===== config.mk =====
export PLATFORM = sky130hd
export DESIGN_NAME = i2s_tx_sched
export DESIGN_NICKNAME = d
export VERILOG_FILES = /design/src/rtl/i2s_tx_sched_pkg.sv /design/src/rtl/i2s_tx_sched_ws_sync.sv /design/src/rtl/i2s_tx_sched.sv
export SDC_FILE = /design/constraint.sdc
export NUM_CORES = 1
export LEC_CHECK = 0
export ABC_AREA = 1
export CORE_MARGIN = 2
export CORE_UTILIZATION = 38
export CTS_BUF_LIST = sky130_fd_sc_hd__clkbuf_8
export DETAILED_ROUTE_END_ITERATION = 16
export PLACE_DENSITY = 0.76
export SYNTH_ARGS = -nofsm -noshare
export SYNTH_HDL_FRONTEND = slang
export SYNTH_SLANG_ARGS = --single-unit

===== constraint.sdc =====
create_clock -name clk_i -period 1.7 [get_ports clk_i]
set_input_delay 0.255 -clock clk_i [delete_from_list [all_inputs] [get_ports clk_i]]
set_output_delay 0.255 -clock clk_i [all_outputs]
set_load 0.05 [all_outputs]

===== src/rtl/i2s_tx_sched_pkg.sv =====
// Shared types for the I2S transmit scheduler: channel-mode codes, FSM
// states and the per-slot source selection helper.
package i2s_tx_sched_pkg;

    localparam int I2S_DATA_WIDTH = 32;

    // Channel mode as driven on chm_i
    typedef enum logic [1:0] {
        I2S_CHM_STEREO = 2'b00,
        I2S_CHM_MONO_L = 2'b01,
        I2S_CHM_MONO_R = 2'b10,
        I2S_CHM_DUP    = 2'b11
    } chm_e;

    typedef enum logic [2:0] {
        ST_IDLE      = 3'd0,
        ST_SYNC      = 3'd1,
        ST_FETCH     = 3'd2,
        ST_PRESENT   = 3'd3,
        ST_WAIT_EDGE = 3'd4
    } state_e;

    // Where the sample for a slot comes from
    typedef enum logic [1:0] {
        SRC_L    = 2'd0,
        SRC_R    = 2'd1,
        SRC_ZERO = 2'd2,
        SRC_HOLD = 2'd3
    } src_e;

    // Slot 0 is left, slot 1 is right
    function automatic src_e src_sel(chm_e mode, logic slot);
        src_e s;
        case (mode)
            I2S_CHM_STEREO: s = slot ? SRC_R    : SRC_L;
            I2S_CHM_MONO_L: s = slot ? SRC_ZERO : SRC_L;
            I2S_CHM_MONO_R: s = slot ? SRC_R    : SRC_ZERO;
            default:        s = slot ? SRC_HOLD : SRC_L;
        endcase
        return s;
    endfunction

endpackage


===== src/rtl/i2s_tx_sched_ws_sync.sv =====
// WS synchronizer: two flops into the clk domain plus one history flop.
// Edge pulses are decoded from registers only, so they carry no
// combinational path from the pin.
module i2s_tx_sched_ws_sync (
    input  logic clk_i,
    input  logic rst_n_i,
    input  logic ws_i,
    output logic fall_o,
    output logic edge_o
);

    // [0],[1] synchronizer, [2] previous synchronized value
    logic [2:0] ws_pipe;

    // Shift the raw WS line through the synchronizer and history stage
    always_ff @(posedge clk_i or negedge rst_n_i) begin
        if (!rst_n_i) ws_pipe <= '0;
        else          ws_pipe <= {ws_pipe[1:0], ws_i};
    end

    assign fall_o = ~ws_pipe[1] &  ws_pipe[2];
    assign edge_o =  ws_pipe[1] ^  ws_pipe[2];

endmodule


===== src/rtl/i2s_tx_sched.sv =====
// Left/right scheduler in front of the I2S core transmit port.
// Picks the source for each WS slot according to the channel mode,
// presents one sample per slot, substitutes zero and flags an underrun
// when a slot is missed.
// Optional underrun counter: define I2S_TX_SCHED_URUN_CNT_EN.
module i2s_tx_sched
    import i2s_tx_sched_pkg::*;
#(
    parameter int DATA_WIDTH = I2S_DATA_WIDTH
`ifdef I2S_TX_SCHED_URUN_CNT_EN
    , parameter int URUN_CNT_W = 16
`endif
) (
    input  logic                  clk_i,
    input  logic                  rst_n_i,
    input  logic                  en_i,
    input  logic [1:0]            chm_i,
    input  logic                  i2s_ws_i,
    input  logic                  l_valid_i,
    output logic                  l_ready_o,
    input  logic [DATA_WIDTH-1:0] l_data_i,
    input  logic                  r_valid_i,
    output logic                  r_ready_o,
    input  logic [DATA_WIDTH-1:0] r_data_i,
    output logic                  tx_valid_o,
    input  logic                  tx_ready_i,
    output logic [DATA_WIDTH-1:0] tx_data_o,
    output logic                  slot_o,
    output logic                  busy_o,
    output logic                  urun_o
`ifdef I2S_TX_SCHED_URUN_CNT_EN
    ,
    output logic [URUN_CNT_W-1:0] urun_cnt_o,
    input  logic                  urun_clr_i
`endif
);

    state_e                state_q, state_d;
    chm_e                  mode_q, mode_d;
    logic                  slot_q, slot_d;
    logic                  pend_q, pend_d;
    logic [DATA_WIDTH-1:0] hold_q, hold_d;
    logic                  urun_q, urun_d;
    logic                  tx_valid_q;

    logic                  ws_fall, ws_edge;
    src_e                  src;
    logic                  l_sel, r_sel, pop;
    logic [DATA_WIDTH-1:0] pop_data;

    i2s_tx_sched_ws_sync u_ws_sync (
        .clk_i   (clk_i),
        .rst_n_i (rst_n_i),
        .ws_i    (i2s_ws_i),
        .fall_o  (ws_fall),
        .edge_o  (ws_edge)
    );

    // Source ready: only in FETCH, only one source, and withdrawn on the
    // edge that turns a pending slot into an underrun.
    always_comb begin
        src      = src_sel(mode_q, slot_q);
        l_sel    = (state_q == ST_FETCH) && (src == SRC_L) && !(ws_edge && pend_q);
        r_sel    = (state_q == ST_FETCH) && (src == SRC_R) && !(ws_edge && pend_q);
        pop      = (l_sel && l_valid_i) || (r_sel && r_valid_i);
        pop_data = l_sel ? l_data_i : r_data_i;
    end

    assign l_ready_o = l_sel;
    assign r_ready_o = r_sel;

    // Slot FSM: next state, hold register, pending-edge and underrun logic
    always_comb begin
        state_d = state_q;
        mode_d  = mode_q;
        slot_d  = slot_q;
        pend_d  = pend_q;
        hold_d  = hold_q;
        urun_d  = 1'b0;
        if (!en_i) begin
            state_d = ST_IDLE;
            hold_d  = '0;
            pend_d  = 1'b0;
            slot_d  = 1'b0;
        end else begin
            case (state_q)
                ST_IDLE: state_d = ST_SYNC;
                ST_SYNC: begin
                    if (ws_fall) begin
                        mode_d  = chm_e'(chm_i);
                        slot_d  = 1'b0;
                        pend_d  = 1'b0;
                        state_d = ST_FETCH;
                    end
                end
                ST_FETCH: begin
                    if (pop) begin
                        // a pop beats a coincident edge, which is only remembered
                        hold_d  = pop_data;
                        pend_d  = pend_q | ws_edge;
                        state_d = ST_PRESENT;
                    end else if (ws_edge && pend_q) begin
                        urun_d  = 1'b1;
                        hold_d  = '0;
                        slot_d  = ~slot_q;
                    end else if (src == SRC_ZERO || src == SRC_HOLD) begin
                        if (src == SRC_ZERO) hold_d = '0;
                        pend_d  = pend_q | ws_edge;
                        state_d = ST_PRESENT;
                    end else begin
                        pend_d  = pend_q | ws_edge;
                    end
                end
                ST_PRESENT: begin
                    if (tx_ready_i) begin
                        pend_d  = pend_q | ws_edge;
                        state_d = ST_WAIT_EDGE;
                    end else if (ws_edge && pend_q) begin
                        urun_d  = 1'b1;
                        hold_d  = '0;
                        slot_d  = ~slot_q;
                        state_d = ST_FETCH;
                    end else begin
                        pend_d  = pend_q | ws_edge;
                    end
                end
                ST_WAIT_EDGE: begin
                    if (ws_edge || pend_q) begin
                        slot_d  = ~slot_q;
                        pend_d  = 1'b0;
                        state_d = ST_FETCH;
                    end
                end
                default: state_d = ST_IDLE;
            endcase
        end
    end

    // State and datapath registers; tx_valid is its own flop so the core
    // never sees a combinational path from any input.
    always_ff @(posedge clk_i or negedge rst_n_i) begin
        if (!rst_n_i) begin
            state_q    <= ST_IDLE;
            mode_q     <= I2S_CHM_STEREO;
            slot_q     <= 1'b0;
            pend_q     <= 1'b0;
            hold_q     <= '0;
            urun_q     <= 1'b0;
            tx_valid_q <= 1'b0;
        end else begin
            state_q    <= state_d;
            mode_q     <= mode_d;
            slot_q     <= slot_d;
            pend_q     <= pend_d;
            hold_q     <= hold_d;
            urun_q     <= urun_d;
            tx_valid_q <= (state_d == ST_PRESENT);
        end
    end

    assign tx_valid_o = tx_valid_q;
    assign tx_data_o  = hold_q;
    assign slot_o     = slot_q;
    assign busy_o     = (state_q != ST_IDLE);
    assign urun_o     = urun_q;

`ifdef I2S_TX_SCHED_URUN_CNT_EN
    logic [URUN_CNT_W-1:0] urun_cnt_q;

    // Saturating underrun counter; clear wins over a same-cycle increment
    always_ff @(posedge clk_i or negedge rst_n_i) begin
        if (!rst_n_i)                    urun_cnt_q <= '0;
        else if (urun_clr_i)             urun_cnt_q <= '0;
        else if (urun_q && !(&urun_cnt_q)) urun_cnt_q <= urun_cnt_q + 1'b1;
    end

    assign urun_cnt_o = urun_cnt_q;
`endif

endmodule


## Word level (Yosys, flattened, before mapping)

Cells that the tools add are included.

- Bits in read-only memories: 0
- Flip-flop bits (word level): 44
- Word-level logic and storage cells: 92
- Latch bits: 0
- Bits in writable memories: 0
- Memories kept: 0
- Output and inout port bits: 38
- Bits of input ports: 73

- Reduce and logical (&&, ||, !) cells: 19
- Divide/modulo/power cells: 0
- Magnitude comparators: 0
- Shift-type cells: 0
- Multipliers: 0
- Add/subtract/negate cells: 0
- Bitwise operators: 5
- Mux-type cells: 41
- Eq/ne operators: 19

Operators by type and width:

| operator | count |
|---|---|
| two-way mux 32 bit | 8 |
| case mux 32 bit (2 select lines) | 1 |
| two-way mux 3 bit | 8 |
| two-way mux 1 bit | 16 |
| case mux 3 bit (5 select lines) | 1 |
| inequality test 3 bit (second input constant) | 4 |
| inequality test 5 x 3 -> 1 bit (second input constant) | 2 |
| AND reduction 5 bit | 2 |
| equality test 3 x 2 -> 1 bit (second input constant) | 3 |
| case mux 1 bit (4 select lines) | 2 |
| logical AND 1 bit | 7 |
| equality test 2 bit (second input constant) | 3 |
| two-way mux 2 bit | 3 |
| case mux 2 bit (3 select lines) | 1 |
| AND reduction 3 bit | 2 |
| inequality test 5 x 1 -> 1 bit (second input constant) | 1 |
| equality test 2 x 1 -> 1 bit (second input constant) | 2 |
| logical NOT 2 bit | 2 |
| equality test 3 x 1 -> 1 bit (second input constant) | 1 |
| equality test 3 bit (second input constant) | 1 |
| logical NOT 3 bit | 1 |
| logical OR 1 bit | 3 |
| inequality test 3 x 1 -> 1 bit (second input constant) | 1 |
| inequality test 3 x 2 -> 1 bit (second input constant) | 1 |
| other kinds (7) | 8 |

## Depth between registers and ports, before layout

Gate-level depths: netlist of the first run.

- Depth after elaboration: 11
- Mapped depth: 14
- Depth with buffers taken out: 13

## Modules after synthesis

Synthesis of the first run repeated with hierarchy kept, for this count alone.

- Cells, all modules: 334
- Area, all modules: 2666.3 sq um

By module, submodules not included:

| module | cells each | area an instance (sq um) | sequential area each (sq um) | times used |
|---|---|---|---|---|
| i2s_tx_sched | 328 | 2571.2 | 1026.0 | 1 |
| i2s_tx_sched_ws_sync | 6 | 95.1 | 75.1 | 1 |

## Worst setup path before layout of the first run

No wires, ideal clock.

- Path type: register to output
- Start point: register slot_q (netlist: slot_o)
- End point: output port r_ready_o
- Path slack: -0.520 ns
- Data required time: 1.445 ns
- Path buffers: 0
- Stages on the path, launching flop included: 3
- Data arrival time: 1.965 ns
- Cells stage by stage: dfrtp_1 inv_1 nor3_1

- Word-level cells in the longest chain between the ends: 5
- Elaborated cells on any way between the ends: 8
- Those cells by class: eq/ne (1); mux (5); reduce/logical (2)

Ends and longest elaborated chain:

| element | line | source |
|---|---|---|
| start, declared | i2s_tx_sched.sv:40 | `logic slot_q, slot_d;` |
| start signal, assigned | i2s_tx_sched.sv:153 | `slot_q <= slot_d;` |
| two-way mux 2 bit, or another cell as far along | i2s_tx_sched_pkg.sv:38 | `default: s = slot ? SRC_HOLD : SRC_L;` |
| case mux 2 bit (3 select lines) * | i2s_tx_sched_pkg.sv:34 | `case (mode)` |
| equality test 2 x 1 -> 1 bit * | i2s_tx_sched.sv:64 | `r_sel = (state_q == ST_FETCH) && (src == SRC_R) && !(ws_edge && pend_q);` |
| logical AND 1 bit * (2 in a row) | i2s_tx_sched.sv:64 |  |
| end, declared | i2s_tx_sched.sv:23 | `output logic r_ready_o,` |

Mark *: on every way between the ends. The rest lies on a longest branch, timed or not.

## Worst setup path in the final report of the first run

- Start point: register u_ws_sync.ws_pipe[1]
- End point: output port r_ready_o

- Word-level cells in the longest chain between the ends: 4

Ends and longest elaborated chain:

| element | line | source |
|---|---|---|
| start, declared | i2s_tx_sched_ws_sync.sv:13 | `logic [2:0] ws_pipe;` |
| start signal, assigned | i2s_tx_sched_ws_sync.sv:18 | `else ws_pipe <= {ws_pipe[1:0], ws_i};` |
| bitwise XOR 1 bit | i2s_tx_sched_ws_sync.sv:22 | `assign edge_o = ws_pipe[1] ^ ws_pipe[2];` |
| logical AND 1 bit | i2s_tx_sched.sv:64 |  |
| logical NOT 1 bit | i2s_tx_sched.sv:64 |  |
| logical AND 1 bit | i2s_tx_sched.sv:64 |  |

No other way between the ends.

==> metrics.txt, run 1 <==
drt total wl=7320 µm; CP startpoint=u_ws_sync.ws_pipe[1]; sequential share of the synthesized area=0.476; Port Buf Inserts=110; CP max stage cell=dfrtp_1; violated checks=setup timing; worst setup margin=-0.247 ns; via/cell ratio=4.89; Yosys top cell area share=0.476; Synth Area in Compound Gates=0.125; syn avg cell area=8.23 µm²; # IOs=111; GRT Overall Usage=0.206; initial core utilization=0.393; Post-Syn Instances=281; Skew-Pair Late Insertion Delay=0.29 ns; Yosys warning count=0; Rel. slew slack=0.649; clk sinks=44; reg2reg start=u_ws_sync.ws_pipe[1]; max incr delay on CP=0.35 ns; Tmin final=1.95 ns; nets=491; largest family of logic cells by synthesized area=simple AND/OR/NAND/NOR gates; Final ANT Viol Nets=0; largest net degree at the start of global routing=33; DRT iter0 DRCs=83; drt drc=0; post-synthesis adder-cell area fraction=0.00541; Max clock buf depth=2; Max Cap Viol=0; crit-path max FO=2; Worst-Margin Slew=0.526 ns; Core Region=5890 µm²; fmax=0.514 GHz; Finished Layout Cells=493; HPWL after DPL=4800 µm; # diodes=0; initial antenna violation count=0; RSZ-0062 raised after global routing=yes; period utilization=1.15; leading area contributor after synthesis=dfrtp_1; post-synthesis instance area=2310 µm²; Root Driver=clkbuf_8; worst hold start=u_ws_sync.ws_pipe[0]; Critical path buffers and inverters=5; Final Max Tran Viols=0; vias=2412; Setup crit start kind=register; Hold Vio Cnt, Final=0; syn nets=355; P&R area growth vs syn=76.9%; Synth Area in XOR/XNOR=0; share of cells above drive strength 1=0.352; final number of setup-violating endpoints=37; vias in the first global route=2270; mux contribution to synthesized area=0; fin util=0.695; status=finished, violations left; Die Y=82.0 µm; Yosys cell types=31; P per Cell Area=608 nW/µm²; GPL Wtd Cong=0.961; top post-synthesis cells by area=dfrtp_1, nand2_1, o211ai_1, nor2_1, or2_2; Synth Register Bits=44; CTS tree=built; CP Capture Type=output port; htree depth=2; Lkg Pwr=0.00200 µW; gr ovfl total=0; total CTS buffers=5; CP delay by family, top=buffers and inverters; DIE AREA=6730 µm²; VDD IR max=0.428 mV; placed cells=470; Min-Delay Path Class=reg2reg; Routed wire per std cell=14.8 µm; Critical Path RT=1.44 ns; Worst Clk Skew=0.00776 ns; die width=82.0 µm; Crit Path Category=reg2out; row count=28; Cell Chain, Critical Path=inv_1 -> ha_1 -> inv_1 -> nand2_2 -> buf_6 -> nand2_4 -> buf_6 -> nor3_4 -> buf_12; first-pass GRT wire length=10500 µm; Worst-path clk slew=0.08 ns; Pre-antenna DRT Iters=4; simple-gate share of the synthesized area=0.321; CP arrival=1.69 ns
[registers in the layout, summed over array words and instances (netlist names)]
name / cells
pend_q: 1
urun_o: 1
slot_o: 1
tx_data_o: 32
mode_q: 2
u_ws_sync.ws_pipe: 3
tx_valid_o: 1
state_q: 3
[kinds of logic (layout without fill, tap and decap cells)]
group | count (synthesis) | in the layout
AOI/OAI and AO/OA | 44 | 44
adders and majority gates | 1 | 1
buffers and inverters | 31 | 165
DFF | 44 | 44
and+or+nand+nor | 161 | 164
[per-stage QoR]
stage / area, µm² / setup slack (ns) / TNS (ns) / hold WS (ns) / total power (µW)
3_3_place_gp: 3530 / -0.0908 / -2.64 / 0.256 / 1680
6_report: 4090 / -0.247 / -4.80 / 0.360 / 2490
5_1_grt: 4090 / -0.334 / -8.56 / 0.382 / 2610
2_1_floorplan: 2340 / -0.0314 / -0.282 / -0.0406 / 1410
3_5_place_dp: 3530 / -0.137 / -3.13 / 0.259 / 1690
4_1_cts: 3830 / -0.283 / -6.15 / 0.366 / 2440
[placed cells by master (no fill, tap or decap), types with 2 or more instances in the layout]
cell type | netlist | layout
dfrtp_1 | 44 | 43
buf_8 | 0 | 3
buf_12 | 0 | 5
nand4_1 | 3 | 3
clkbuf_16 | 0 | 3
o21ai_0 | 9 | 5
nor2_1 | 29 | 21
nor2_4 | 1 | 5
o21ai_1 | 3 | 7
nand2_2 | 7 | 26
inv_4 | 0 | 2
or2_0 | 2 | 2
nand2_8 | 0 | 6
o211ai_1 | 24 | 24
a21oi_1 | 5 | 5
or2_2 | 12 | 7
nand2_1 | 81 | 56
buf_4 | 5 | 49
nor3_1 | 3 | 2
buf_6 | 4 | 6
clkbuf_8 | 0 | 7
or2_4 | 0 | 5
nand3_2 | 2 | 3
inv_2 | 3 | 2
clkdlybuf4s50_1 | 0 | 71
or2_1 | 9 | 9
nor2_2 | 2 | 6
inv_1 | 12 | 13
nand2_4 | 1 | 4
nand3_1 | 8 | 7
[worst reg2reg max path: cells and delay by family, from the launching register on]
family,cells,cell delay [ns]
and+or+nand+nor,5,0.54
buffers and inverters,6,0.50
DFF,1,0.35
adders and majority gates,1,0.29
AOI/OAI and AO/OA,1,0.08
[cell usage after synthesis]
cell type / count
nand2_1: 81
dfrtp_1: 44
nor2_1: 29
o211ai_1: 24
inv_1: 12
or2_2: 12
o21ai_0: 9
or2_1: 9
nand3_1: 8
nand2_2: 7
a21oi_1: 5
buf_4: 5
buf_6: 4
clkbuf_1: 3
inv_2: 3
nand4_1: 3
nor3_1: 3
o21ai_1: 3
buf_2: 2
nand3_2: 2
nor2_2: 2
or2_0: 2
a2111oi_0: 1
a21boi_1: 1
clkinv_1: 1
clkinv_2: 1
ha_1: 1
nand2_4: 1
nand4_2: 1
nor2_4: 1
o31ai_1: 1
[report_power, final]
part	switching, µW	internal, µW
clock	334	365
sequential	36.1	1080
combinational	339	330
[metal layers]
metal | GRT usage | share of wire | vias up
li1 | - | - | 1185
met1 | 0.238 | 0.40 | 1142
met2 | 0.385 | 0.54 | 75
met3 | 0.0396 | 0.046 | 10
met4 | 0.0533 | 0.015 | 0
met5 | 0 | 0 | -
[area by class of cell]
type,count,area [µm²]
Sequential cell,44,1100
Inverter,17,76.3
Clock inverter,1,3.75
Fill cell,476,1790
Timing Repair Buffer,140,1410
Tap cell,75,93.8
Clock buffer,7,96.3
Multi-Input combinational cell,209,1310
[what timing repair did]
item / 4_1_cts / 5_1_grt
hold endpoints to repair: 22 / 0
gates cloned: 4 / 3
hold buffers: 1 / 0
buffers inserted: 5 / 5
pin swaps: 7 / 35
gates resized for setup: 19 / 61
endpoints found under the setup margin: 34 / 38
[worst paths after layout]
path                                   endpoint  slack [ns]  cells past startpoint
setup / recovery                      r_ready_o       -0.25                      9
hold / removal             u_ws_sync.ws_pipe[1]        0.36                      0
setup reg to reg                  tx_data_o[13]       -0.18                     13
hold reg to reg            u_ws_sync.ws_pipe[1]        0.36                      0
max in group asynchronous                slot_o        0.72                      3
min in group asynchronous         tx_data_o[13]        0.47                      2
No activity file was read; power rests on OpenSTA's default activity.
==> run 2, diff against run 1 <==
CORE_MARGIN = not set   (was 2)
CTS_CLUSTER_SIZE = 30   (was not set)
==> metrics.txt, run 2 (synthesis results as in run 1) <==
hold_ws=0.364 ns (was 0.360 ns); GR peak layer=met2 (unchanged); max incr delay on CP=0.37 ns (was 0.35 ns); violated checks=setup timing (unchanged); GRT Overall Usage=0.228 (was 0.206); register area=1100 µm² (unchanged); Crit Path Category=reg2out (unchanged); HPWL after DPL=4580 µm (was 4800 µm); largest net degree at the start of global routing=33 (unchanged); gr ovfl total=0 (unchanged); Critical Path RT=1.44 ns (about the same); Lkg Pwr=0.00197 µW (was 0.00200 µW); drt drc=0 (unchanged); P per Cell Area=606 nW/µm² (was 608 nW/µm²); # diodes=0 (unchanged); CP arrival=1.68 ns (was 1.69 ns); Worst Clk Skew=0.00468 ns (was 0.00776 ns); Routed wire per std cell=14.7 µm (was 14.8 µm); routing usage on met1=0.275 (was 0.238); Port Buf Inserts=110 (unchanged); share of cells above drive strength 1=0.328 (was 0.352); Cell Chain, Critical Path=inv_2 -> ha_4 -> inv_4 -> nand2_4 -> inv_4 -> nor2_4 -> nand2_2 -> inv_2 -> buf_12 -> buf_12 (was inv_1 -> ha_1 -> inv_1 -> nand2_2 -> buf_6 -> nand2_4 -> buf_6 -> nor3_4 -> buf_12); Rel. slew slack=0.751 (was 0.649); GPL Wtd Cong=0.968 (was 0.961); DIE AREA=6400 µm² (was 6730 µm²); drt total wl=7190 µm (was 7320 µm); Tmin final=1.93 ns (was 1.95 ns); Setup crit start kind=register (unchanged); Multi-input gate area=1290 µm² (was 1310 µm²); vias in the first global route=2313 (was 2270); initial core utilization=0.393 (unchanged); grt met3 use=0.0526 (was 0.0396); CP Capture Type=output port (unchanged); Finished Layout Cells=490 (was 493); crit-path max FO=3 (was 2); filler instances=466 (was 476); total CTS buffers=5 (unchanged); Hold Vio Cnt, Final=0 (unchanged); CTS tree=built (unchanged); vias=2420 (was 2412); Worst-Margin Slew=0.374 ns (was 0.526 ns); Core Region=5890 µm² (unchanged); DRT iter0 DRCs=124 (was 83); P&R area growth vs syn=73.0% (was 76.9%); placed cells=466 (was 470); first-pass GRT wire length=11100 µm (was 10500 µm); initial antenna violation count=0 (unchanged); Final Max Tran Viols=0 (unchanged); die width=80.0 µm (was 82.0 µm); worst setup margin=-0.233 ns (was -0.247 ns); status=finished, violations left (unchanged); Pre-antenna DRT Iters=4 (unchanged); RSZ-0062 raised after global routing=yes (unchanged); nets=488 (was 491); period utilization=1.14 (was 1.15); via/cell ratio=4.94 (was 4.89); Min-Delay Path Class=reg2reg (unchanged); Root Driver=clkbuf_8 (unchanged); # IOs=111 (unchanged); fin util=0.680 (was 0.695); final number of setup-violating endpoints=35 (was 37); Max Cap Viol=0 (unchanged); VDD IR max=0.339 mV (was 0.428 mV); Max clock buf depth=2 (unchanged); Final ANT Viol Nets=0 (unchanged); Die Y=80.0 µm (was 82.0 µm); Pwr Total=2430 µW (was 2490 µW); fmax=0.517 GHz (was 0.514 GHz); max reg flops=32 (unchanged); Skew-Pair Late Insertion Delay=0.29 ns (about the same); row count=28 (unchanged); commonest non-fill, non-tap cells in the layout=clkdlybuf4s50_1, nand2_1, buf_4 (unchanged); commonest non-fill, non-tap cell in the layout=clkdlybuf4s50_1 (unchanged); Worst-path clk slew=0.08 ns (about the same); clk sinks=44 (unchanged); CP max stage cell=dfrtp_1 (unchanged); Post-Place Worst Slack=-0.146 ns (was -0.137 ns); GRT met2 Usage=0.408 (was 0.385); htree depth=2 (unchanged)
==> run 2: changes by cell type in the layout (fill, tap and decap cells not counted), sizes merged <==
cell	previous run	this run
buf	65	64
clkbuf	10	7
inv	18	19
==> run 2: critical path: cells and delay by family, from the launching register on <==
| family | cells | cell delay (ns) |
|---|---|---|
| and+or+nand+nor | 3 | 0.28 |
| buffers and inverters | 6 | 0.45 |
| DFF | 1 | 0.37 |
| adders and majority gates | 1 | 0.27 |
==> run 2: cell type report <==
class / instances / share of cell area
timing repair buffer: 137 / 0.336
multi-input combinational: 209 / 0.324
sequential: 44 / 0.275
tap: 75 / 0.0235
clock buffer: 6 / 0.0206
inverter: 17 / 0.0191
clock inverter: 2 / 0.00188
==> run 2: repair_timing <==
action                                 CTS  global route
pin swaps                                9            30
endpoints found under the hold margin   15             0
setup endpoints to repair               35            37
hold buffers                             1             0
resized for setup                       29            42
cloned                                   6             1
buffers inserted                         7             5
==> run 2: where the power goes <==
part	switching [µW]	internal [µW]
clock	337	320
sequential	34.5	1080
combinational	337	315
total	709	1720
==> run 2: path summary, 6_finish.rpt <==
| path | start | endpoint | slack (ns) | cells past startpoint |
|---|---|---|---|---|
| min | u_ws_sync.ws_pipe[0] | u_ws_sync.ws_pipe[1] | 0.36 | 0 |
| max in group asynchronous | rst_n_i | tx_data_o[29] | 0.76 | 3 |
| max reg2reg | u_ws_sync.ws_pipe[1] | tx_data_o[9] | -0.18 | 13 |
| min in group asynchronous | rst_n_i | tx_data_o[0] | 0.41 | 2 |
| max | u_ws_sync.ws_pipe[1] | l_ready_o | -0.23 | 10 |
| min reg2reg | u_ws_sync.ws_pipe[0] | u_ws_sync.ws_pipe[1] | 0.36 | 0 |
==> run 2: metrics by stage <==
stage	TNS (ns)	cell area (µm²)
floorplan	-0.282	2340
global placement	-1.19	3490
detailed placement	-4.17	3490
CTS	-4.97	3870
global route	-7.15	4000
finish	-3.78	4000
==> run 2: metal layers <==
layer	share of wire	routed length, µm
met5	0	0
met4	0.0092	66
met3	0.053	379
met2	0.53	3820
met1	0.41	2920
==> run 3, diff against run 2 <==
--- a/config.mk
+++ b/config.mk
@@ -10,2 +10,3 @@
 export CTS_BUF_LIST = sky130_fd_sc_hd__clkbuf_8
+export CTS_CLUSTER_DIAMETER = 60
 export CTS_CLUSTER_SIZE = 30
==> constraint.sdc (replaced) <==
create_clock -name clk_i -period 1.7 [get_ports clk_i]
set_input_delay 0.17 -clock clk_i [delete_from_list [all_inputs] [get_ports clk_i]]
set_output_delay 0.17 -clock clk_i [all_outputs]
set_load 0.05 [all_outputs]
==> metrics.txt, run 3 (synthesis results as in run 1) <==
status=finished, violations left (unchanged); violated checks=setup timing (unchanged); period utilization=1.08 (was 1.14); GPL Wtd Cong=0.880 (was 0.968); CP arrival=1.67 ns (was 1.68 ns); vias in the first global route=2331 (was 2313); # diodes=0 (unchanged); drt total wl=6590 µm (was 7190 µm); routing usage on met1=0.255 (was 0.275); Routed wire per std cell=13.6 µm (was 14.7 µm); Worst-path clk slew=0.08 ns (about the same); worst hold start=i2s_ws_i (was u_ws_sync.ws_pipe[0]); total CTS buffers=5 (unchanged); hold depth=1 (was 0); Hold Path End=u_ws_sync.ws_pipe[0] (was u_ws_sync.ws_pipe[1]); R2R Path End=tx_data_o[7] (was tx_data_o[9]); initial core utilization=0.393 (unchanged); Max clock buf depth=2 (unchanged); P per Cell Area=601 nW/µm² (was 606 nW/µm²); CP Capture Type=output port (unchanged); RSZ-0062 raised after global routing=yes (unchanged); GR peak layer=met2 (unchanged); initial antenna violation count=0 (unchanged); CP delay by family, top=buffers and inverters (unchanged); critical path depth in cells=9 (was 10); row count=28 (unchanged); Setup crit start kind=register (unchanged); crit-path max FO=3 (unchanged); largest net degree at the start of global routing=29 (was 33); Root Driver=clkbuf_8 (unchanged); share of cells above drive strength 1=0.246 (was 0.328); Tmin final=1.84 ns (was 1.93 ns); CTS tree=built (unchanged); Pre-antenna DRT Iters=4 (unchanged); DIE AREA=6400 µm² (unchanged); Pwr Total=2380 µW (was 2430 µW); drt drc=0 (unchanged); Crit Path Category=reg2out (unchanged); first-pass GRT wire length=10500 µm (was 11100 µm); Critical Path RT=1.53 ns (was 1.44 ns); Min-Delay Path Class=in2reg (was reg2reg); Cell Chain, Critical Path=ha_4 -> inv_2 -> nand2_4 -> clkinv_4 -> nor2_4 -> nand2_4 -> inv_4 -> buf_12 -> buf_12 (was inv_2 -> ha_4 -> inv_4 -> nand2_4 -> inv_4 -> nor2_4 -> nand2_2 -> inv_2 -> buf_12 -> buf_12); Hold Vio Cnt, Final=0 (unchanged); Max Cap Viol=0 (unchanged); CP max stage cell=dfrtp_1 (unchanged); fin util=0.672 (was 0.680); Port Buf Inserts=110 (unchanged); max incr delay on CP=0.40 ns (was 0.37 ns); clk sinks=44 (unchanged); P&R area growth vs syn=70.8% (was 73.0%); die width=80.0 µm (unchanged); # IOs=111 (unchanged); Rel. slew slack=0.653 (was 0.751); reg2reg start=u_ws_sync.ws_pipe[1] (unchanged); commonest non-fill, non-tap cell in the layout=clkdlybuf4s50_1 (unchanged); R2R setup slack=-0.12 ns (was -0.18 ns); Skew-Pair Late Insertion Delay=0.30 ns (was 0.29 ns); Core Region=5890 µm² (unchanged); Critical path buffers and inverters=5 (was 6); fmax=0.544 GHz (was 0.517 GHz); gr ovfl total=0 (unchanged); Finished Cell Area=3950 µm² (was 4000 µm²); HPWL after DPL=4700 µm (was 4580 µm); R2R depth=13 (unchanged); vias=2390 (was 2420); Setup TNS Final=-2.65 ns (was -3.78 ns); commonest non-fill, non-tap cells in the layout=clkdlybuf4s50_1, nand2_1, dfrtp_1 (was clkdlybuf4s50_1, nand2_1, buf_4); Placed Instance Area=3560 µm² (was 3490 µm²); final number of setup-violating endpoints=34 (was 35); worst setup margin=-0.138 ns (was -0.233 ns); nets=484 (was 488); via/cell ratio=4.92 (was 4.94); Worst Clk Skew=0.0113 ns (was 0.00468 ns); Worst-Margin Slew=0.520 ns (was 0.374 ns); Die Y=80.0 µm (unchanged); GRT Overall Usage=0.214 (was 0.228); DRT iter0 DRCs=154 (was 124); max reg flops=32 (unchanged); Final Max Tran Viols=0 (unchanged); Final ANT Viol Nets=0 (unchanged); htree depth=2 (unchanged); GRT met2 Usage=0.369 (was 0.408); Lkg Pwr=0.00200 µW (was 0.00197 µW); grt met3 use=0.0571 (was 0.0526); VDD IR max=0.387 mV (was 0.339 mV)
[run 3: cell type report]
cell class,count,area (µm²)
repair buffers,133,1340
clock inverters,3,12.5
clock buffers,5,68.8
flip-flops and latches,44,1100
well taps,75,93.8
multi-input cells,209,1260
inverters,17,76.3
fillers,499,1930
[run 3: per-layer routing]
layer | wire length [µm] | vias up
li1 | - | 1187
met2 | 3430 | 88
met1 | 2620 | 1104
met3 | 419 | 11
met4 | 118 | 0
met5 | 0 | -
[run 3: through the flow]
step	worst slack, ns	hold slack (ns)	std cells
floorplan	-0.0282	-0.126	281
global placement	-0.0912	0.160	467
detailed placement	-0.153	0.163	467
CTS	-0.188	0.302	483
global route	-0.241	0.310	486
finish	-0.138	0.312	486
[run 3: worst max path at each step]
stage	slack [ns]	endpoint	start
final	-0.14	l_ready_o	u_ws_sync.ws_pipe[2]
after CTS	-0.19	r_ready_o	u_ws_sync.ws_pipe[2]
after floorplan	-0.03	tx_data_o[10]	u_ws_sync.ws_pipe[1]
after detailed placement	-0.15	tx_data_o[0]	u_ws_sync.ws_pipe[1]
after global placement	-0.09	tx_data_o[26]	u_ws_sync.ws_pipe[1]
after global routing	-0.24	l_ready_o	u_ws_sync.ws_pipe[1]
[run 3: report_power, final]
part / switching [µW] / internal [µW] / total, µW
clock network: 336 / 277 / 613
logic: 325 / 316 / 641
registers: 40.2 / 1080 / 1120
total: 702 / 1680 / 2380
[run 3: repair_timing]
item	4_1_cts	5_1_grt
buffers inserted	6	4
resized for setup	29	21
pin swaps	6	11
endpoints found under the hold margin	20	0
gates cloned	2	1
endpoints found under the setup margin	34	40
hold buffers	1	0
